**src/rtl/fir_coeff_loader_if.sv**
```systemverilog
`default_nettype none
// ============================================================================
// Module   : fir_coeff_loader_if
// Purpose  : Control, data and status bundle between the coefficient loader
//            and whatever drives it.
// Revision : 1.0
// ============================================================================
interface fir_coeff_loader_if #(
  parameter int NUM_TAPS = 4,
  parameter int COEFF_W  = 8
);
  logic                          ena;
  logic                          set_coeffs;
  logic                          din_valid;
  logic [COEFF_W-1:0]            din;
  logic [NUM_TAPS*COEFF_W-1:0]   coeff_flat;
  logic                          coeff_update;
  logic                          loading;
  logic                          load_err;

  modport master (
    output ena, set_coeffs, din_valid, din,
    input  coeff_flat, coeff_update, loading, load_err
  );

  modport slave (
    input  ena, set_coeffs, din_valid, din,
    output coeff_flat, coeff_update, loading, load_err
  );
endinterface
`default_nettype wire

```
**src/rtl/fir_coeff_loader.sv**
```systemverilog
`default_nettype none
// ============================================================================
// Module   : fir_coeff_loader
// Purpose  : Captures a coefficient set one beat at a time into a shadow
//            buffer and commits it to the FIR core in a single cycle.
// Revision : 1.0
// ============================================================================
module fir_coeff_loader #(
  parameter int NUM_TAPS = 4,
  parameter int COEFF_W  = 8,
  parameter int TIMEOUT  = 255,
  parameter logic [NUM_TAPS*COEFF_W-1:0] DEFAULT_COEFFS = {NUM_TAPS{8'h40}}
) (
  input  wire logic          clk,
  input  wire logic          rst_n,
  fir_coeff_loader_if.slave  bus
);
  localparam int IDX_W  = (NUM_TAPS > 1) ? $clog2(NUM_TAPS) : 1;
  localparam int TMR_W  = $clog2(TIMEOUT + 1);
  localparam int FLAT_W = NUM_TAPS * COEFF_W;

  localparam logic [1:0] ST_IDLE = 2'd0;
  localparam logic [1:0] ST_LOAD = 2'd1;
  localparam logic [1:0] ST_HOLD = 2'd2;

  logic [1:0]        state, state_nxt;
  logic              set_q;
  logic [IDX_W-1:0]  idx, idx_nxt;
  logic [TMR_W-1:0]  timer, timer_nxt;
  logic [FLAT_W-1:0] shadow, shadow_nxt;
  logic [FLAT_W-1:0] coeff, coeff_nxt;
  logic              update, update_nxt;
  logic              err, err_nxt;
  logic              loading_r;

  logic rise, last, tmo;
  assign rise = bus.set_coeffs & ~set_q;
  assign last = (idx == IDX_W'(NUM_TAPS - 1));
  assign tmo  = (timer == TMR_W'(TIMEOUT - 1));

  always_ff @(posedge clk or negedge rst_n) begin
    if (!rst_n) begin
      state <= ST_IDLE;
    end else if (bus.ena) begin
      state <= state_nxt;
    end
  end

  // Capture outranks release, release outranks timeout.
  always_comb begin
    state_nxt = state;
    case (state)
      ST_IDLE: if (rise) state_nxt = ST_LOAD;
      ST_LOAD: begin
        if (bus.din_valid) begin
          if (last) state_nxt = ST_HOLD;
        end else if (!bus.set_coeffs || tmo) begin
          state_nxt = ST_IDLE;
        end
      end
      ST_HOLD: if (!bus.set_coeffs) state_nxt = ST_IDLE;
      default: state_nxt = ST_IDLE;
    endcase
  end

  always_comb begin
    idx_nxt    = idx;
    timer_nxt  = timer;
    shadow_nxt = shadow;
    coeff_nxt  = coeff;
    update_nxt = 1'b0;
    err_nxt    = err;
    case (state)
      ST_IDLE: begin
        if (rise) begin
          idx_nxt   = '0;
          timer_nxt = '0;
          err_nxt   = 1'b0;
        end
      end
      ST_LOAD: begin
        if (bus.din_valid) begin
          shadow_nxt[int'(idx)*COEFF_W +: COEFF_W] = bus.din;
          timer_nxt = '0;
          if (last) begin
            coeff_nxt  = shadow_nxt;
            update_nxt = 1'b1;
          end else begin
            idx_nxt = idx + IDX_W'(1);
          end
        end else if (!bus.set_coeffs || tmo) begin
          err_nxt = 1'b1;
        end else begin
          timer_nxt = timer + TMR_W'(1);
        end
      end
      default: ;
    endcase
  end

  always_ff @(posedge clk or negedge rst_n) begin
    if (!rst_n) begin
      set_q     <= 1'b0;
      idx       <= '0;
      timer     <= '0;
      shadow    <= '0;
      coeff     <= DEFAULT_COEFFS;
      update    <= 1'b0;
      err       <= 1'b0;
      loading_r <= 1'b0;
    end else if (bus.ena) begin
      set_q     <= bus.set_coeffs;
      idx       <= idx_nxt;
      timer     <= timer_nxt;
      shadow    <= shadow_nxt;
      coeff     <= coeff_nxt;
      update    <= update_nxt;
      err       <= err_nxt;
      loading_r <= (state_nxt == ST_LOAD);
    end
  end

  assign bus.coeff_flat   = coeff;
  assign bus.coeff_update = update;
  assign bus.loading      = loading_r;
  assign bus.load_err     = err;
endmodule
`default_nettype wire

```
**src/flat_wrapper.sv**
```systemverilog
// flat-port wrapper written by rule: the top's interface ports become plain ports
module fir_coeff_loader_flat 
#(
  parameter int NUM_TAPS = 4,
  parameter int COEFF_W  = 8,
  parameter int TIMEOUT  = 255,
  parameter logic [NUM_TAPS*COEFF_W-1:0] DEFAULT_COEFFS = {NUM_TAPS{8'h40}}
)
  (clk, rst_n, bus_ena, bus_set_coeffs, bus_din_valid, bus_din, bus_coeff_flat, bus_coeff_update, bus_loading, bus_load_err);
  fir_coeff_loader_if #(.NUM_TAPS(NUM_TAPS), .COEFF_W(COEFF_W)) bus_i ();
  input  wire logic clk;
  input  wire logic rst_n;
  input wire logic [$bits(bus_i.ena)-1:0] bus_ena;
  input wire logic [$bits(bus_i.set_coeffs)-1:0] bus_set_coeffs;
  input wire logic [$bits(bus_i.din_valid)-1:0] bus_din_valid;
  input wire logic [$bits(bus_i.din)-1:0] bus_din;
  output wire logic [$bits(bus_i.coeff_flat)-1:0] bus_coeff_flat;
  output wire logic [$bits(bus_i.coeff_update)-1:0] bus_coeff_update;
  output wire logic [$bits(bus_i.loading)-1:0] bus_loading;
  output wire logic [$bits(bus_i.load_err)-1:0] bus_load_err;
  assign bus_i.ena = bus_ena;
  assign bus_i.set_coeffs = bus_set_coeffs;
  assign bus_i.din_valid = bus_din_valid;
  assign bus_i.din = bus_din;
  assign bus_coeff_flat = bus_i.coeff_flat;
  assign bus_coeff_update = bus_i.coeff_update;
  assign bus_loading = bus_i.loading;
  assign bus_load_err = bus_i.load_err;
  fir_coeff_loader #(.NUM_TAPS(NUM_TAPS), .COEFF_W(COEFF_W), .TIMEOUT(TIMEOUT), .DEFAULT_COEFFS(DEFAULT_COEFFS)) u_core (.clk(clk), .rst_n(rst_n), .bus(bus_i));
endmodule
```
**config.mk**
```make
export PLATFORM = sky130hd
export DESIGN_NAME = fir_coeff_loader_flat
export DESIGN_NICKNAME = d
export VERILOG_FILES = /design/src/rtl/fir_coeff_loader_if.sv /design/src/rtl/fir_coeff_loader.sv /design/src/flat_wrapper.sv
export SDC_FILE = /design/constraint.sdc
export NUM_CORES = 1
export LEC_CHECK = 0
export BUFFER_PORTS_ARGS = -buffer_cell sky130_fd_sc_hd__buf_2
export CORE_ASPECT_RATIO = 1.5
export CORE_MARGIN = 5
export CORE_UTILIZATION = 25
export DETAILED_ROUTE_END_ITERATION = 8
export SLEW_MARGIN = 25
export SYNTH_ARGS = -nofsm -noshare
export SYNTH_HDL_FRONTEND = slang
export SYNTH_SLANG_ARGS = --single-unit
```
**constraint.sdc**
```tcl
create_clock -name clk -period 2.1 [get_ports clk]
set_input_delay 0.315 -clock clk [delete_from_list [all_inputs] [get_ports clk]]
set_output_delay 0.315 -clock clk [all_outputs]
set_load 0.03 [all_outputs]
```
# Yosys cells after proc, flatten, opt, wreduce, memory -nomap -nowiden
# Cells that the tools add are included.
[totals] latch_bits=0 register_bits=80 rom_bits=0 mem_bits_rw=0 n_memories=0
[op_classes] eq_ne=11 n_reduce_logical=9 order_cmp=0 n_div=0 mul=0 shifts=2 add_sub_neg=3 bitwise=2 muxes=22
[op_table] cell="negator 5 -> 33 bit" n=1
[op_table] cell="variable shift 8 x 33 -> 32 bit, first input constant" n=1
[op_table] cell="variable part select 8 x 33 -> 32 bit" n=1
[op_table] cell="bitwise mux 32 bit" n=1
[op_table] cell="2-to-1 mux 8 bit" n=3
[op_table] cell="2-to-1 mux 2 bit" n=8
[op_table] cell="case mux 8 bit (2 select lines)" n=1
[op_table] cell="AND reduction 5 bit" n=2
[op_table] cell="adder 8 x 1 -> 8 bit, second input constant" n=1
[op_table] cell="== test 8 bit, second input constant" n=1
[op_table] cell="AND reduction 4 bit" n=2
[op_table] cell="2-to-1 mux 1 bit" n=6
[op_table] cell="inequality test 2 bit, second input constant" n=3
[op_table] cell="case mux 2 bit (3 select lines)" n=1
[op_table] cell="== test 2 x 1 -> 1 bit, second input constant" n=2
[op_table] cell="== test 2 bit, second input constant" n=2
[op_table] cell="inequality test 2 x 1 -> 1 bit, second input constant" n=2
[op_table] cell="case mux 2 bit (2 select lines)" n=1
[op_table] cell="inequality test 3 bit, second input constant" n=1
[op_table] cell="AND reduction 3 bit" n=1
[op_table] cell="adder 2 x 1 -> 2 bit, second input constant" n=1
[op_table] cell="zero test 2 bit" n=1
[op_table] cell="case mux 1 bit (2 select lines)" n=1
[op_table] cell="nonzero test 2 bit" n=1
[op_table] cell="other kinds (4)" n=4

# Depth between registers and ports, before layout
[logic_depth] depth_word=6 depth_mapped=8 mapped_depth_nobuf=6

# Least setup slack after synthesis
# Ideal clock, no wire load.
[synth_timing] path_type="flip-flop to flip-flop" start="reg u_core.idx[0]" end="reg u_core.shadow[0]" stages_incl_launch_ff=9 t_arrival_ps=1858 setup_slack_ps=121 path_cell_list="dfrtp_1 -> inv_2 -> ha_1 -> inv_1 -> and4_1 -> buf_2 -> and2_1 -> buf_2 -> a22o_1"
[synth_between] elab_chain_len=3 word_cells_on_any_way=4 cone_classes="add/sub (1); shift (2); mux (1)"
[synth_rtl] item="from (decl)" line_no="fir_coeff_loader.sv:28" rtl="logic [IDX_W-1:0] idx, idx_nxt;"
[synth_rtl] item="from (signal assigned)" line_no="fir_coeff_loader.sv:113" rtl="idx <= idx_nxt;"
[synth_rtl] item="negator 5 -> 33 bit *" line_no="fir_coeff_loader.sv:83" rtl="shadow_nxt[int'(idx)*COEFF_W +: COEFF_W] = bus.din;"
[synth_rtl] item="variable part select 8 x 33 -> 32 bit / variable shift 8 x 33 -> 32 bit (equally long branches)" line_no="fir_coeff_loader.sv:83"
[synth_rtl] item="bitwise mux 32 bit *" line_no="fir_coeff_loader.sv:83"
[synth_rtl] item="to (signal assigned)" line_no="fir_coeff_loader.sv:115" rtl="shadow <= shadow_nxt;"
[synth_rtl] item="to (decl)" line_no="fir_coeff_loader.sv:30" rtl="logic [FLAT_W-1:0] shadow, shadow_nxt;"
# Every way passes the cells marked *; elsewhere a longest branch is shown, timed or not.
# A chain may end at the register's enable or synchronous reset.

# Final worst setup path
[layout_timing] start="reg u_core.idx[0]" end="reg u_core.shadow[18]"
# The elaborated chain is that of the path after synthesis.

==> results.txt <==
* Status: finished clean
- After routing, the total negative slack on setup checks comes to 0 ns.
- RSZ-0062 raised after global routing: false
* Detailed-route DRC error count: 0
* Kind of end point of the critical path: flip-flop
- Number of routed nets with antenna violations: 0
- 48 I/O pins were placed.
* Final min period: 1.955 ns
- For this run, the register share of the synthesized area comes to 0.5336.
* Slowest cell on the critical path: dfrtp_2
- The final hold violation count was 0.
- Count of flip-flops with a built-in enable after synthesis: 0
- Warnings from Yosys: 0
- IR analysis of the VDD net gives a maximum drop of 0.3933 mV.
- Clock tree from TritonCTS: yes
- Static Leak: 2.092 nW
* Initial core utilization: 0.2519
- After detailed routing, the number of vias per cell comes to 4.593.
- The number of antenna violations at the first check in global routing is 0.
- CTS HTree Levels: 3
* Number of clock sinks: 80
- Final weighted congestion of routability-driven global placement: 0.7846
* Post-route clock skew: 0.006385 ns
- On the final layout, the worst hold slack is 0.2960 ns.
- The die is 160.2 um tall.
* Global router's overall resource usage: 0.1061
- After synthesis, the netlist uses 50 different library cells.
- Placed wire-length estimate: 6533 um
- Ratio of cells with drive above 1 in the final layout: 0.2132
- Count of port buffers added during placement: 47
- Number of buffers on the longest clock path: 2
- Total power per unit cell area: 1364 nW/um2
- Counting flops with an async set or reset pin after synthesis yields a share of 1.000.
* Number of search-and-repair iterations in the first detailed-routing pass: 4
- Die X: 110.1 um
- Maximum number of pins on one net before global-route repair: 48
- Buffers inserted during clock tree synthesis total 9.
- Root cell of the clock tree: clkbuf_16
- STA classifies the critical path startpoint as a flip-flop.
* Area Growth Syn to Fin: 21.32%
* Nets@finish: 424
* Worst hold path class: in2reg
- Post-Route WL: 9025 um
- Walking the worst path, the cells encountered are inv_2 -> ha_1 -> inv_1 -> nor4b_4 -> and2_1 -> a22o_1.
- Max Fanout on Critical Path: 8
* Post-Syn Area: 3761 um2
- Data arrival time of the critical path: 2.22 ns
* Category of the most critical setup path: reg2reg
* Count of max-cap constraint violations: 0
* Final Max Tran Viols: 0
- Counting flops and latches in the post-synthesis netlist gives 80.
- Post-CTS clock slew at the launch and capture registers of the worst setup and hold paths: 0.06 ns
* Post-Synthesis Cells: 359
* Core footprint: 14,930 um2
- Detail-routed net length per standard cell: 14.87 um
- GRT Residual Overflow: 0
* Most frequently used flop master after synthesis: dfrtp_1
* Post-Syn Nets: 380
- For this run, the share of the core covered by cells in the final layout is 0.3056.
- Setup violations remaining at the end of the flow were counted as 0.
- Data required time of the worst path: 2.37 ns
* Critical path's top delay family: simple AND/OR/NAND/NOR gates
- Timing would allow up to 511.5 MHz.
- The first global-routing pass estimated 14,870 um of wire.
- The final route contains 2,788 vias.
- Post-route fraction of the period consumed by the critical path: 0.9311
- Die area: 17,650 um2
- Post-synthesis average cell area: 10.48 um2
* Via count of the first global-routing pass: 2,841
* Buf+Inv Stages, Crit Path: 2
- The clock reaches the later pin of the worst-skew pair after 0.33 ns.
* Largest incremental delay on the critical path: 0.46 ns
* Detailed Route Iter0 Violations: 116
* Worst Tran Pin Value: 0.5648 ns
- Relative slew slack: 0.6210
- The floorplan has 55 rows.
- Ant diodes: 0
cells in the final DEF, fill, tap and decap left out, types with 3 or more instances in the layout:
cell type  instances
and2_1             4
a21oi_1           67
nor2b_1           33
mux2i_1            5
dfrtp_1           75
nor2_1            34
ha_1               8
nand2_1           13
buf_2             46
nand2b_1           5
buf_12             3
nand3_1            5
a211oi_1           3
a22o_1            32
buf_4              8
dfstp_2            4
clkbuf_16          9
inv_1              5
path summary, 6_finish.rpt:
| path | start | to | slack [ns] | depth (start not counted) |
|---|---|---|---|---|
| min in group asynchronous | rst_n | u_core.bus.coeff_flat[26] | 0.47 | 2 |
| worst min register to register | u_core.bus.loading | u_core.bus.loading | 0.48 | 1 |
| worst max register to register | u_core.idx[0] | u_core.shadow[18] | 0.14 | 6 |
| max in group asynchronous | rst_n | u_core.bus.coeff_flat[6] | 0.96 | 3 |
| worst max-delay path | u_core.idx[0] | u_core.shadow[18] | 0.14 | 6 |
| worst min-delay path | bus_ena | u_core.state[0] | 0.30 | 2 |
power breakdown:
group / internal, mW / switching, mW
combinational: 0.763 / 1.43
sequential: 2.06 / 0.295
clock: 1.04 / 0.639
total: 3.86 / 2.36
kinds of logic (layout without fill, tap and decap cells):
family	Yosys count	after routing	synth area share
AOI/OAI and AO/OA	121	121	0.2106
adders and majority gates	8	8	0.02661
buffers and inverters	31	80	0.04058
DFF	80	80	0.5336
muxes	6	6	0.01630
and+or+nand+nor	113	113	0.1723
area by class of cell:
cell class	count	area [um2]
tap	199	249.0
clock inverter	7	95.09
fill	1538	10370
clock buffer	9	225.2
multi-input combinational	248	1603
sequential	80	2008
inverter	6	22.52
timing repair buffer	58	360.3
sequential cells by signal, indices dropped and copies added, names as in the netlist:
signal	cells
u_core.bus.coeff_flat	32
u_core.shadow	32
u_core.timer	8
u_core.idx	2
u_core.state	2
u_core.bus.coeff_update	1
u_core.bus.load_err	1
u_core.bus.loading	1
u_core.set_q	1
stage by stage:
stage | total power [mW] | instances | area, um2 | setup WS (ns)
detailed placement | 4.587 | 590 | 4232 | 0.05386
global route | 6.580 | 607 | 4563 | 0.04992
CTS | 6.295 | 607 | 4562 | 0.03060
finish | 6.222 | 607 | 4563 | 0.1448
floorplan | 3.920 | 359 | 3761 | 0.1208
global placement | 4.520 | 590 | 4232 | 0.2119
per-layer routing:
| layer | track usage | vias up | share of wire | wire length [um] |
|---|---|---|---|---|
| li1 | - | 1362 | - | - |
| met1 | 0.1311 | 1361 | 0.42 | 3782 |
| met2 | 0.1754 | 53 | 0.52 | 4658 |
| met3 | 0.02467 | 12 | 0.044 | 398 |
| met4 | 0.04370 | 0 | 0.021 | 187 |
| met5 | 0 | - | 0 | 0 |
Yosys cell counts, types with 2 or more instances:
cell / instances / area share
nor2b_1: 33 / 0.055
dfstp_2: 4 / 0.028
a21oi_1: 67 / 0.089
nand2b_1: 5 / 0.0083
or4_1: 2 / 0.0040
o41ai_1: 2 / 0.0047
o21a_1: 2 / 0.0040
buf_4: 2 / 0.0040
clkbuf_1: 2 / 0.0020
nand4_1: 2 / 0.0033
inv_1: 5 / 0.0050
nand3_1: 5 / 0.0067
buf_6: 2 / 0.0060
o21ai_1: 2 / 0.0027
buf_1: 8 / 0.0080
buf_2: 10 / 0.013
nor4b_4: 2 / 0.013
and2b_1: 2 / 0.0040
a22o_1: 32 / 0.075
a21o_1: 2 / 0.0040
and2_1: 5 / 0.0083
o21ai_0: 2 / 0.0027
nor2_1: 34 / 0.034
nand2_1: 13 / 0.013
mux2i_1: 5 / 0.013
ha_1: 8 / 0.027
a211oi_1: 3 / 0.0060
dfrtp_1: 76 / 0.51
worst register-to-register path: stages (launching register included):
cell,delay (ns)
dfrtp_2,0.46
inv_2,0.11
ha_1,0.38
inv_1,0.12
nor4b_4,0.30
and2_1,0.32
a22o_1,0.20
what timing repair did:
item | CTS | global route
gates resized for setup | 0 | 1
hold buffers | 1 | 0
hold endpoints to repair | 32 | 0
buffers inserted | 0 | 0
endpoints found under the setup margin | 0 | 20
Power figures use the tool's default switching activity.
